$ cat src/rtl/wb_port_arbiter.sv
// Register-file write-port arbiter. It shares the single write port between the WB
// stage and a small FIFO of long-latency aux writes, with a starvation guard.
module wb_port_arbiter #(
    parameter int unsigned STARVE_MAX = 4,
    parameter int unsigned AUX_DEPTH  = 2
) (
    input  logic        clk,
    input  logic        rst,
    input  logic        pipe_wr_en,
    input  logic [3:0]  pipe_dest,
    input  logic [31:0] pipe_data,
    input  logic        aux_valid,
    input  logic [3:0]  aux_dest,
    input  logic [31:0] aux_data,
    output logic        aux_ready,
    output logic        rf_wr_en,
    output logic [3:0]  rf_dest,
    output logic [31:0] rf_data,
    output logic        pipe_stall,
    output logic [15:0] pending_mask
);

    localparam int unsigned PTR_W = (AUX_DEPTH > 1) ? $clog2(AUX_DEPTH) : 1;
    localparam int unsigned CNT_W = $clog2(AUX_DEPTH + 1);
    localparam int unsigned SC_W  = $clog2(STARVE_MAX + 1);

    typedef enum logic {
        NORMAL,
        FORCE
    } state_t;

    state_t               state, state_next;
    logic [SC_W-1:0]      starve_cnt, starve_next;
    logic [CNT_W-1:0]     count;
    logic [PTR_W-1:0]     rd_ptr, wr_ptr;
    logic [AUX_DEPTH-1:0] valid;
    logic [3:0]           buf_dest [AUX_DEPTH];
    logic [31:0]          buf_data [AUX_DEPTH];

    logic buf_empty;
    logic grant_pipe;
    logic grant_aux;
    logic push;

    function automatic logic [PTR_W-1:0] ptr_inc(input logic [PTR_W-1:0] p);
        return (p == PTR_W'(AUX_DEPTH - 1)) ? '0 : p + PTR_W'(1);
    endfunction

    assign buf_empty  = (count == '0);
    assign aux_ready  = (count < CNT_W'(AUX_DEPTH));
    assign push       = aux_valid && aux_ready;
    assign pipe_stall = (state == FORCE);

    always_comb begin
        state_next  = state;
        starve_next = starve_cnt;
        grant_pipe  = 1'b0;
        grant_aux   = 1'b0;
        case (state)
            NORMAL: begin
                if (pipe_wr_en)
                    grant_pipe = 1'b1;
                else if (!buf_empty)
                    grant_aux = 1'b1;

                if (buf_empty || grant_aux) begin
                    starve_next = '0;
                end else if (starve_cnt == SC_W'(STARVE_MAX - 1)) begin
                    starve_next = SC_W'(STARVE_MAX);
                    state_next  = FORCE;
                end else begin
                    starve_next = starve_cnt + SC_W'(1);
                end
            end
            FORCE: begin
                grant_aux   = !buf_empty;
                starve_next = '0;
                state_next  = NORMAL;
            end
            default: begin
                state_next  = NORMAL;
                starve_next = '0;
            end
        endcase
    end

    always_ff @(posedge clk) begin
        if (rst) begin
            state      <= NORMAL;
            starve_cnt <= '0;
            count      <= '0;
            rd_ptr     <= '0;
            wr_ptr     <= '0;
            valid      <= '0;
            rf_wr_en   <= 1'b0;
            rf_dest    <= '0;
            rf_data    <= '0;
        end else begin
            state      <= state_next;
            starve_cnt <= starve_next;

            if (push) begin
                buf_dest[wr_ptr] <= aux_dest;
                buf_data[wr_ptr] <= aux_data;
                wr_ptr           <= ptr_inc(wr_ptr);
            end
            if (grant_aux)
                rd_ptr <= ptr_inc(rd_ptr);

            // Push and pop never target the same slot: that needs count 0 (no pop) or full (no push).
            if (grant_aux)
                valid[rd_ptr] <= 1'b0;
            if (push)
                valid[wr_ptr] <= 1'b1;

            case ({push, grant_aux})
                2'b10:   count <= count + CNT_W'(1);
                2'b01:   count <= count - CNT_W'(1);
                default: count <= count;
            endcase

            if (grant_pipe) begin
                rf_wr_en <= 1'b1;
                rf_dest  <= pipe_dest;
                rf_data  <= pipe_data;
            end else if (grant_aux) begin
                rf_wr_en <= 1'b1;
                rf_dest  <= buf_dest[rd_ptr];
                rf_data  <= buf_data[rd_ptr];
            end else begin
                rf_wr_en <= 1'b0;
            end
        end
    end

    always_comb begin
        pending_mask = '0;
        for (int unsigned i = 0; i < AUX_DEPTH; i++) begin
            if (valid[PTR_W'(i)])
                pending_mask[buf_dest[PTR_W'(i)]] = 1'b1;
        end
    end

endmodule

$ cat config.mk
export PLATFORM = sky130hd
export DESIGN_NAME = wb_port_arbiter
export DESIGN_NICKNAME = d
export VERILOG_FILES = /design/src/rtl/wb_port_arbiter.sv
export SDC_FILE = /design/constraint.sdc
export NUM_CORES = 1
export LEC_CHECK = 0
export ABC_AREA = 1
export CORE_MARGIN = 3
export CORE_UTILIZATION = 45
export CTS_BUF_LIST = sky130_fd_sc_hd__clkbuf_4 sky130_fd_sc_hd__clkbuf_8 sky130_fd_sc_hd__clkbuf_16
export DETAILED_ROUTE_END_ITERATION = 10
export GPL_TIMING_DRIVEN = 0
export PLACE_DENSITY = 0.76
export SLEW_MARGIN = 20
export SYNTH_ARGS = -nofsm -noshare
export SYNTH_HDL_FRONTEND = slang
export SYNTH_SLANG_ARGS = --single-unit
$ cat constraint.sdc
create_clock -name clk -period 1.8 [get_ports clk]
set_clock_uncertainty 0.1 [all_clocks]
set_input_delay 0.36 -clock clk [delete_from_list [all_inputs] [get_ports clk]]
set_output_delay 0.36 -clock clk [all_outputs]
set_load 0.05 [all_outputs]
==> flow_summary.json, run 1 <==
{
  "status": "finished, violations left",
  "violations": "setup timing",
  "pwr-share-comb_pct": 30.2,
  "gr-total-overflow": 0,
  "synth_top_cell_by_area": "edfxtp_1",
  "setup.worst_path.end_class": "primary output",
  "clockPowerShare_pct": 33.8,
  "rows": 39,
  "power_switching_mw": 3.29,
  "gp_congestion": 0.801,
  "syn-cell-area_um2": 5470,
  "dieArea_um2": 13500,
  "synth_warnings": 0,
  "dpl_cell_area_um2": 7000,
  "crit_buf_inv": 3,
  "antenna_found_initial": 0,
  "ys_ff_latch": 120,
  "drv_slew": 0,
  "syn_inst": 657,
  "yosysSeqAreaShare_pct": 57.1,
  "drt-initial-drc-count": 345,
  "grt_max_degree": 19,
  "drive_above_1_share_pct": 16.7,
  "design.portCount": 131,
  "final_area_um2": 7850,
  "switching_share_pct": 33.9,
  "avgRoutedWirePerCell_um": 14.9,
  "netlist.area_leader.share_pct": 39.5,
  "layout.nets": 904,
  "via_per_inst": 4.94,
  "n_antenna_cell": 0,
  "grt_pass1_wl_um": 22700,
  "crit_path_start_kind": "register",
  "path_cells": "buf_6, inv_2, nor3_4, nand2_1, o21ai_1, buf_6",
  "ir_worst_vdd_mv": 1.09,
  "cts.path.max_buffers": 2,
  "place_ws_ns": -1.07,
  "io_buffers": 129,
  "die_w_um": 116,
  "fin_crit_sh_pct": 112,
  "layout_setup_ws_ns": -0.213,
  "synth_area_per_cell_um2": 8.33,
  "hold_viol": 0,
  "syn_nets": 736,
  "p_leak_nw": 3.64,
  "cpLargestDelayFamily": "buffers and inverters",
  "finalSetupViolations": 16,
  "timing.final.crit_period_ns": 2.01,
  "rsz0062_at_grt": "yes",
  "htree_levels": 4,
  "clk_pin_slew_ns": 0.05,
  "grt_pass1_vias": 4779,
  "place_hpwl_um": 9900,
  "layout_commonest_cell": "nand2_1",
  "relSlewSlack_pct": 64.6,
  "clk_latency_ns": 0.40,
  "clockRootBuffer": "clkbuf_16",
  "ctsHoldBuffers": 0,
  "cap_violations": 0,
  "cts_tree": "done",
  "ys_types": 23,
  "ant_nets": 0,
  "critPathKind": "register to primary output",
  "crit_fanout": 10,
  "grt_usage_pct": 21.9,
  "internal_power_mw": 6.42,
  "hold_path.class": "input port to register",
  "crit_required_ns": 1.34,
  "drc": 0,
  "chipHeight_um": 116,
  "wl_um": 14600,
  "vias": 4849,
  "cpMostUsedCell": "buf_6",
  "fin_util_pct": 67.3,
  "dr.pass1.iters": 5,
  "final_cell_mix": "nand2_1, nor2_1, inv_1",
  "arrival_ns": 1.55,
  "area_growth_pct": 43.4,
  "whs_ns": 0.225,
  "coreArea_um2": 11700,
  "worst_pin_slew_ns": 0.531,
  "ys_top_cells_by_area": "edfxtp_1, dfxtp_1, nand2_1",
  "n_fill_cell": 913,
  "crit_slowest_cell": "dfxtp_2",
  "max_stage_delay_ns": 0.32,
  "numClockSinks": 120,
  "fmax_mhz": 497,
  "numCtsBuffers": 17,
  "seqPwrFrac_pct": 36.0,
  "p_per_area_nw_per_um2": 1240,
  "start_util_pct": 46.9
}
logic make-up after synthesis:
logic type	Yosys count	share of synthesized area [%]
adders and majority gates	3	0.686
and+or+nand+nor	355	26.5
AOI/OAI and AO/OA	58	5.30
buffers and inverters	121	10.5
DFF	120	57.1
repair_timing:
item / CTS / global route
pin swaps: 2 / 7
endpoints found under the setup margin: 127 / 33
resized for setup: 161 / 35
endpoints found under the hold margin: 0 / 0
cloned: 2 / 0
buffers inserted: 11 / 7
state kept, by name, summed over array words and instances, names as in the netlist, named ones only:
signal,flops
starve_cnt,3
buf_data,64
rf_wr_en,1
buf_dest,8
wr_ptr,1
pipe_stall,1
rf_data,32
valid,2
rf_dest,4
rd_ptr,1
count,2
worst paths after layout:
| check | start | endpoint | cells past startpoint | slack (ns) |
|---|---|---|---|---|
| setup / recovery | valid[0] | pending_mask[3] | 6 | -0.21 |
| hold / removal | pipe_wr_en | rf_wr_en | 3 | 0.23 |
| setup reg to reg | count[0] | count[1] | 10 | 0.16 |
| hold reg to reg | starve_cnt[0] | starve_cnt[0] | 1 | 0.35 |
power by group through the flow:
| stage | logic [mW] | registers [mW] | clock network (mW) |
|---|---|---|---|
| 6_report | 2.94 | 3.50 | 3.28 |
| 3_3_place_gp | 2.88 | 3.53 | 0 |
| 5_1_grt | 3.19 | 3.53 | 3.46 |
| 3_5_place_dp | 2.93 | 3.55 | 0 |
| 2_1_floorplan | 1.34 | 4.16 | 0 |
| 4_1_cts | 2.90 | 3.49 | 3.32 |
area by class of cell:
cell class / instances / area, um2 / area share (%)
Buffer: 29 / 225 / 2.87
Clock buffer: 25 / 522 / 6.65
Clock inverter: 7 / 65.1 / 0.829
Inverter: 92 / 370 / 4.72
Multi-Input combinational cell: 416 / 1920 / 24.4
Sequential cell: 120 / 3130 / 39.9
Tap cell: 143 / 179 / 2.28
Timing Repair Buffer: 147 / 1420 / 18.1
Timing Repair inverter: 2 / 15.0 / 0.191
worst reg2reg max path, cell delays in order, from the launching register on:
cell     delay (ns)
dfxtp_1        0.48
inv_1          0.10
nand2_1        0.09
nand2_1        0.11
inv_1          0.10
ha_1           0.23
inv_1          0.10
nand2_1        0.06
nor2_1         0.08
nor2_1         0.04
nor2_1         0.10
stage by stage:
step / instances / power [mW] / setup TNS [ns]
6_report: 981 / 9.71 / -2.72
5_1_grt: 981 / 10.2 / -4.05
4_1_cts: 974 / 9.70 / -2.91
3_5_place_dp: 929 / 6.48 / -89.94
3_3_place_gp: 929 / 6.41 / -87.72
2_1_floorplan: 657 / 5.50 / -9.91
synthesized netlist by cell type:
| cell type | n |
|---|---|
| a21oi_1 | 2 |
| buf_2 | 9 |
| buf_4 | 3 |
| buf_6 | 11 |
| clkbuf_1 | 4 |
| clkbuf_4 | 2 |
| clkinv_1 | 1 |
| dfxtp_1 | 48 |
| edfxtp_1 | 72 |
| ha_1 | 3 |
| inv_1 | 88 |
| inv_2 | 1 |
| inv_4 | 1 |
| inv_6 | 1 |
| nand2_1 | 170 |
| nand2_8 | 2 |
| nand3_1 | 54 |
| nand4_1 | 1 |
| nor2_1 | 123 |
| nor2_4 | 1 |
| nor3_1 | 4 |
| o21ai_0 | 19 |
| o21ai_1 | 37 |
metal layers:
metal / track usage [%] / wire length [um]
met5: 0 / 0
met4: 8.28 / 308
met3: 4.72 / 711
met2: 39.0 / 7600
met1: 25.9 / 6020
No activity file was read; power rests on OpenSTA's default activity.
==> run 2: changes to the inputs <==
--- a/config.mk
+++ b/config.mk
@@ -5,13 +5,12 @@
 export SDC_FILE = /design/constraint.sdc
 export NUM_CORES = 1
 export LEC_CHECK = 0
-export ABC_AREA = 1
 export CORE_MARGIN = 3
 export CORE_UTILIZATION = 45
 export CTS_BUF_LIST = sky130_fd_sc_hd__clkbuf_4 sky130_fd_sc_hd__clkbuf_8 sky130_fd_sc_hd__clkbuf_16
 export DETAILED_ROUTE_END_ITERATION = 10
 export GPL_TIMING_DRIVEN = 0
-export PLACE_DENSITY = 0.76
+export PLACE_DENSITY = 0.77
 export SLEW_MARGIN = 20
 export SYNTH_ARGS = -nofsm -noshare
 export SYNTH_HDL_FRONTEND = slang
==> run 2 against run 1 <==
The flow still finishes with violations (setup timing). Non-clock buffer count grew 19. Die area shrank 1.5%. Routed wire length grew 2.1%. Register-to-register slack lost 0.07 ns. Via count shrank 15%. Cell area grew 0.94%. Sequential power grew 2%. Setup slack lost 0.13 ns. Sequential share of layout area shrank 0.43 points. Critical path depth shrank 3. Utilization grew 1.2 points. Sequential cell count is the same. Critical path type unchanged. Largest cell class unchanged. Largest power group unchanged.
==> flow_summary.json, run 2 <==
{
  "netlist.area_leader.share_pct": 40.1,
  "cts.path.max_buffers": 2,
  "drc": 0,
  "hold_viol": 0,
  "power_mw": 10.3,
  "yosysSeqAreaShare_pct": 58.0,
  "fin_crit_sh_pct": 119,
  "layout.nets": 624,
  "clk_latency_ns": 0.40,
  "synth_common_cells": "edfxtp_1, dfxtp_1, mux2i_1",
  "timing.final.crit_period_ns": 2.14,
  "dp.cells": 649,
  "crit_buf_inv": 1,
  "largestRegisters": "buf_data (64), rf_data (32), buf_dest (8)",
  "grt_max_degree": 20,
  "antenna_found_initial": 0,
  "place_hpwl_um": 10300,
  "gp_congestion": 0.848,
  "htree_levels": 4,
  "rrSetupSlack_ns": 0.09,
  "ys_types": 39,
  "path_cells": "or3b_4, o22ai_4, buf_6",
  "p_per_area_nw_per_um2": 1300,
  "io_buffers": 129,
  "async_flop_share_pct": 0,
  "critPathKind": "register to primary output",
  "crit_path_start_kind": "register",
  "finalSetupViolations": 16,
  "cap_violations": 0,
  "clockRootBuffer": "clkbuf_16",
  "status": "finished, violations left",
  "place_ws_ns": -0.874,
  "setup.worst_path.end_class": "primary output",
  "via_per_inst": 5.86,
  "synth_warnings": 0,
  "worst_pin_slew_ns": 0.600,
  "wl_um": 14900,
  "crit_slowest_cell": "or3b_4",
  "relSlewSlack_pct": 60.0,
  "rows": 39,
  "p_leak_nw": 2.89,
  "layout_commonest_cell": "clkdlybuf4s50_1",
  "fmax_mhz": 467,
  "crit_fanout": 4,
  "synth_most_common_cell": "edfxtp_1",
  "seq_area_um2": 3120,
  "regMostFlops": "buf_data",
  "arrival_ns": 1.68,
  "fin_util_pct": 68.5,
  "cpLargestDelayFamily": "simple AND/OR/NAND/NOR gates",
  "violations": "setup timing",
  "grt_usage_pct": 22.5,
  "dr.pass1.iters": 4,
  "numClockSinks": 120,
  "gr-total-overflow": 0,
  "numCtsBuffers": 17,
  "chipHeight_um": 115,
  "ant_nets": 0,
  "layout_setup_ws_ns": -0.343,
  "max_stage_delay_ns": 0.51,
  "cts_tree": "done",
  "synth_edf_count": 72,
  "dieArea_um2": 13300,
  "avgRoutedWirePerCell_um": 21.3,
  "synth_top_cell_by_area": "edfxtp_1",
  "ys_top_cells_by_area": "edfxtp_1, dfxtp_1, mux2i_1",
  "synthFlopType": "edfxtp_1",
  "n_fill_cell": 818,
  "multi_input_area_um2": 2200,
  "syn-cell-area_um2": 5390,
  "fin_cells": 701,
  "grt_pass1_wl_um": 23000,
  "design.portCount": 131,
  "largest_register_ffs": 64,
  "area_growth_pct": 47.1,
  "drive_above_1_share_pct": 32.1,
  "ir_worst_vdd_mv": 0.804,
  "rsz0062_at_grt": "yes",
  "drt-initial-drc-count": 223,
  "syn_nets": 451,
  "crit_required_ns": 1.34,
  "clk_pin_slew_ns": 0.06,
  "ys_ff_latch": 120,
  "start_util_pct": 46.6,
  "die_w_um": 115,
  "grt_pass1_vias": 4330,
  "hold_path.class": "input port to register",
  "coreArea_um2": 11600,
  "vias": 4106,
  "syn_inst": 372,
  "n_antenna_cell": 0,
  "final_cell_mix": "clkdlybuf4s50_1, edfxtp_1, dfxtp_1",
  "drv_slew": 0,
  "synth_area_per_cell_um2": 14.5
}
run 2: what timing repair did:
action,CTS,global route
buffers inserted,13,9
resized for setup,166,12
pin swaps,10,7
gates cloned,0,0
hold buffers,0,0
endpoints found under the setup margin,94,22
run 2: kinds of logic after synthesis:
group / after synthesis / share of synthesized area [%]
flops: 120 / 58.0
compound gates: 96 / 17.4
simple gates: 69 / 11.8
buf+inv: 45 / 5.00
mux: 36 / 6.69
xor+xnor: 3 / 0.488
fa+ha+maj: 3 / 0.697
run 2: worst paths after layout:
path	start	endpoint	cells after the start
setup / recovery	buf_dest[0][3]	pending_mask[2]	3
hold / removal	rst	pipe_stall	3
hold reg to reg	starve_cnt[0]	starve_cnt[0]	1
setup reg to reg	pipe_stall	count[1]	7
run 2: layout make-up:
type | count | area share (%)
Sequential cell | 120 | 39.4
Inverter | 4 | 0.190
Tap cell | 143 | 2.26
Multi-Input combinational cell | 207 | 27.8
Timing Repair Buffer | 156 | 19.2
Clock buffer | 18 | 5.47
Buffer | 39 | 3.41
Clock inverter | 14 | 2.20
run 2: routing by layer:
layer | global-route usage [%] | part of all wire, %
met1 | 29.2 | 43
met2 | 38.1 | 52
met3 | 4.32 | 4.2
met4 | 6.96 | 0.70
met5 | 0 | 0
run 2: where the power goes:
group	total [mW]	internal [mW]	switching [mW]	leakage [nW]
sequential	3.57	3.33	0.232	1.06
combinational	3.29	1.21	2.08	1.54
clock	3.46	2.20	1.26	0.288
total	10.3	6.75	3.57	2.89
run 2: stage by stage:
| stage | hold WS [ns] | instance area (um2) | TNS (ns) |
|---|---|---|---|
| floorplan | 0.305 | 5580 | -18.67 |
| global placement | 0.313 | 7050 | -104.21 |
| detailed placement | 0.323 | 7130 | -48.45 |
| CTS | 0.186 | 7830 | -4.11 |
| global route | 0.216 | 7920 | -5.40 |
| finish | 0.210 | 7920 | -4.32 |
run 2: worst register-to-register path, stage by stage (launching register included):
cell and delay [ns]:
dfxtp_2 0.35, nor2b_4 0.15, buf_6 0.20, nor2_2 0.05, ha_2 0.17, xnor2_1 0.14
or3_1 0.38, a21oi_1 0.12
==> run 3: changes to the inputs <==
--- a/config.mk
+++ b/config.mk
@@ -7,9 +7,7 @@
 export LEC_CHECK = 0
 export CORE_MARGIN = 3
 export CORE_UTILIZATION = 45
-export CTS_BUF_LIST = sky130_fd_sc_hd__clkbuf_4 sky130_fd_sc_hd__clkbuf_8 sky130_fd_sc_hd__clkbuf_16
 export DETAILED_ROUTE_END_ITERATION = 10
-export GPL_TIMING_DRIVEN = 0
 export PLACE_DENSITY = 0.77
 export SLEW_MARGIN = 20
 export SYNTH_ARGS = -nofsm -noshare
==> run 3 against run 2 <==
The flow still finishes with violations (setup timing). Utilization barely moved. Final cell count fell by 4.0%. Global-route usage fell by 1.3 points. Setup slack gained 0.0014 ns. Register-to-register slack improved by 0.11 ns. Maximum frequency about the same. Clock power is essentially flat. Sequential share of layout area hardly changed. Sequential power hardly changed. Die area did not move. Via count shrank 1.2%. Critical path depth is the same. Critical path type unchanged. Highest routed layer unchanged.
==> flow_summary.json, run 3 (synthesized netlist as in run 2, its figures left out) <==
{
  "largest_register_ffs": 64,
  "dpl_cell_area_um2": 7220,
  "setup_tns_ns": -4.86,
  "timing.final.crit_period_ns": 2.14,
  "drt-initial-drc-count": 208,
  "dp.cells": 632,
  "htree_levels": 4,
  "design.portCount": 131,
  "cts.path.max_buffers": 2,
  "critPathKind": "register to primary output",
  "p_leak_nw": 2.80,
  "largestRegisters": "buf_data (64), rf_data (32), buf_dest (8)",
  "rows": 39,
  "cts_tree": "done",
  "cap_violations": 0,
  "grt_max_degree": 46,
  "gp_congestion": 0.806,
  "drive_above_1_share_pct": 37.7,
  "multi_input_area_um2": 2180,
  "worst_pin_slew_ns": 0.336,
  "layout.nets": 596,
  "final_cell_mix": "clkdlybuf4s50_1, edfxtp_1, buf_4",
  "grt_pass1_wl_um": 21800,
  "drv_slew": 0,
  "n_fill_cell": 813,
  "clockRootBuffer": "clkbuf_16",
  "clk_latency_ns": 0.40,
  "dr.pass1.iters": 4,
  "hold_path.class": "input port to register",
  "setup.worst_path.end_class": "primary output",
  "ctsHoldBuffers": 0,
  "crit_required_ns": 1.34,
  "layout_commonest_cell": "clkdlybuf4s50_1",
  "fmax_mhz": 467,
  "fin_cells": 673,
  "finalSetupViolations": 16,
  "place_hpwl_um": 9150,
  "wl_um": 13800,
  "die_w_um": 115,
  "crit_path_start_kind": "register",
  "grt_usage_pct": 21.2,
  "grt_pass1_vias": 4209,
  "p_per_area_nw_per_um2": 1280,
  "relSlewSlack_pct": 77.3,
  "layout_setup_ws_ns": -0.342,
  "status": "finished, violations left",
  "ir_worst_vdd_mv": 0.947,
  "fin_crit_sh_pct": 119,
  "clk_pin_slew_ns": 0.06,
  "antenna_found_initial": 0,
  "hold_viol": 0,
  "arrival_ns": 1.68,
  "rsz0062_at_grt": "yes",
  "ant_nets": 0,
  "numClockSinks": 120,
  "violations": "setup timing",
  "io_buffers": 130,
  "chipHeight_um": 115,
  "power_mw": 10.2,
  "numCtsBuffers": 17,
  "seq_area_um2": 3130,
  "final_area_um2": 7920,
  "whs_ns": 0.234,
  "vias": 4055,
  "dieArea_um2": 13300,
  "drc": 0,
  "coreArea_um2": 11600,
  "n_antenna_cell": 0,
  "start_util_pct": 46.6,
  "gr-total-overflow": 0,
  "crit_fanout": 5,
  "via_per_inst": 6.03,
  "regMostFlops": "buf_data",
  "avgRoutedWirePerCell_um": 20.5,
  "area_growth_pct": 47.1
}
-- run 3: metal layers --
| layer | track usage (%) | part of all wire [%] | wire length (um) |
|---|---|---|---|
| met5 | 0 | 0 | 0 |
| met1 | 26.5 | 40 | 5580 |
| met4 | 6.10 | 0.75 | 103 |
| met3 | 4.05 | 5.2 | 717 |
| met2 | 37.3 | 54 | 7420 |
-- run 3: critical path, stage by stage, from the launching register on --
cell,delay (ns)
edfxtp_1,0.44
or3b_4,0.48
o22ai_4,0.20
buf_12,0.16
-- run 3: cell type report --
class,instances,area share [%]
clock buffers,18,5.54
clock inverters,14,2.18
inverters,4,0.189
multi-input cells,207,27.6
flip-flops and latches,120,39.4
well taps,143,2.26
repair buffers,167,22.8
-- run 3: repair_timing --
item	in CTS	in global routing
hold endpoints to repair	0	0
pin swaps	7	3
gates resized for setup	8	0
buffers inserted	4	5
setup endpoints to repair	16	16
-- run 3: worst paths after layout --
path | startpoint | endpoint | slack, ns | cells past startpoint
max reg2reg | pipe_stall | rf_data[17] | 0.20 | 4
max | buf_dest[1][3] | pending_mask[1] | -0.34 | 3
min reg2reg | starve_cnt[0] | starve_cnt[0] | 0.35 | 1
min | rst | count[0] | 0.23 | 2
-- run 3: where the power goes --
group / total [mW] / internal (mW) / switching, mW / leakage [nW]
sequential: 3.59 / 3.34 / 0.251 / 1.06
clock: 3.45 / 2.22 / 1.23 / 0.287
combinational: 3.14 / 1.20 / 1.94 / 1.46
-- run 3: stage by stage --
step	setup WS, ns	util, %
2_1_floorplan	-0.307	-
3_3_place_gp	-0.175	62.4
3_5_place_dp	-0.214	62.4
4_1_cts	-0.389	68.2
5_1_grt	-0.428	68.5
6_report	-0.342	68.5
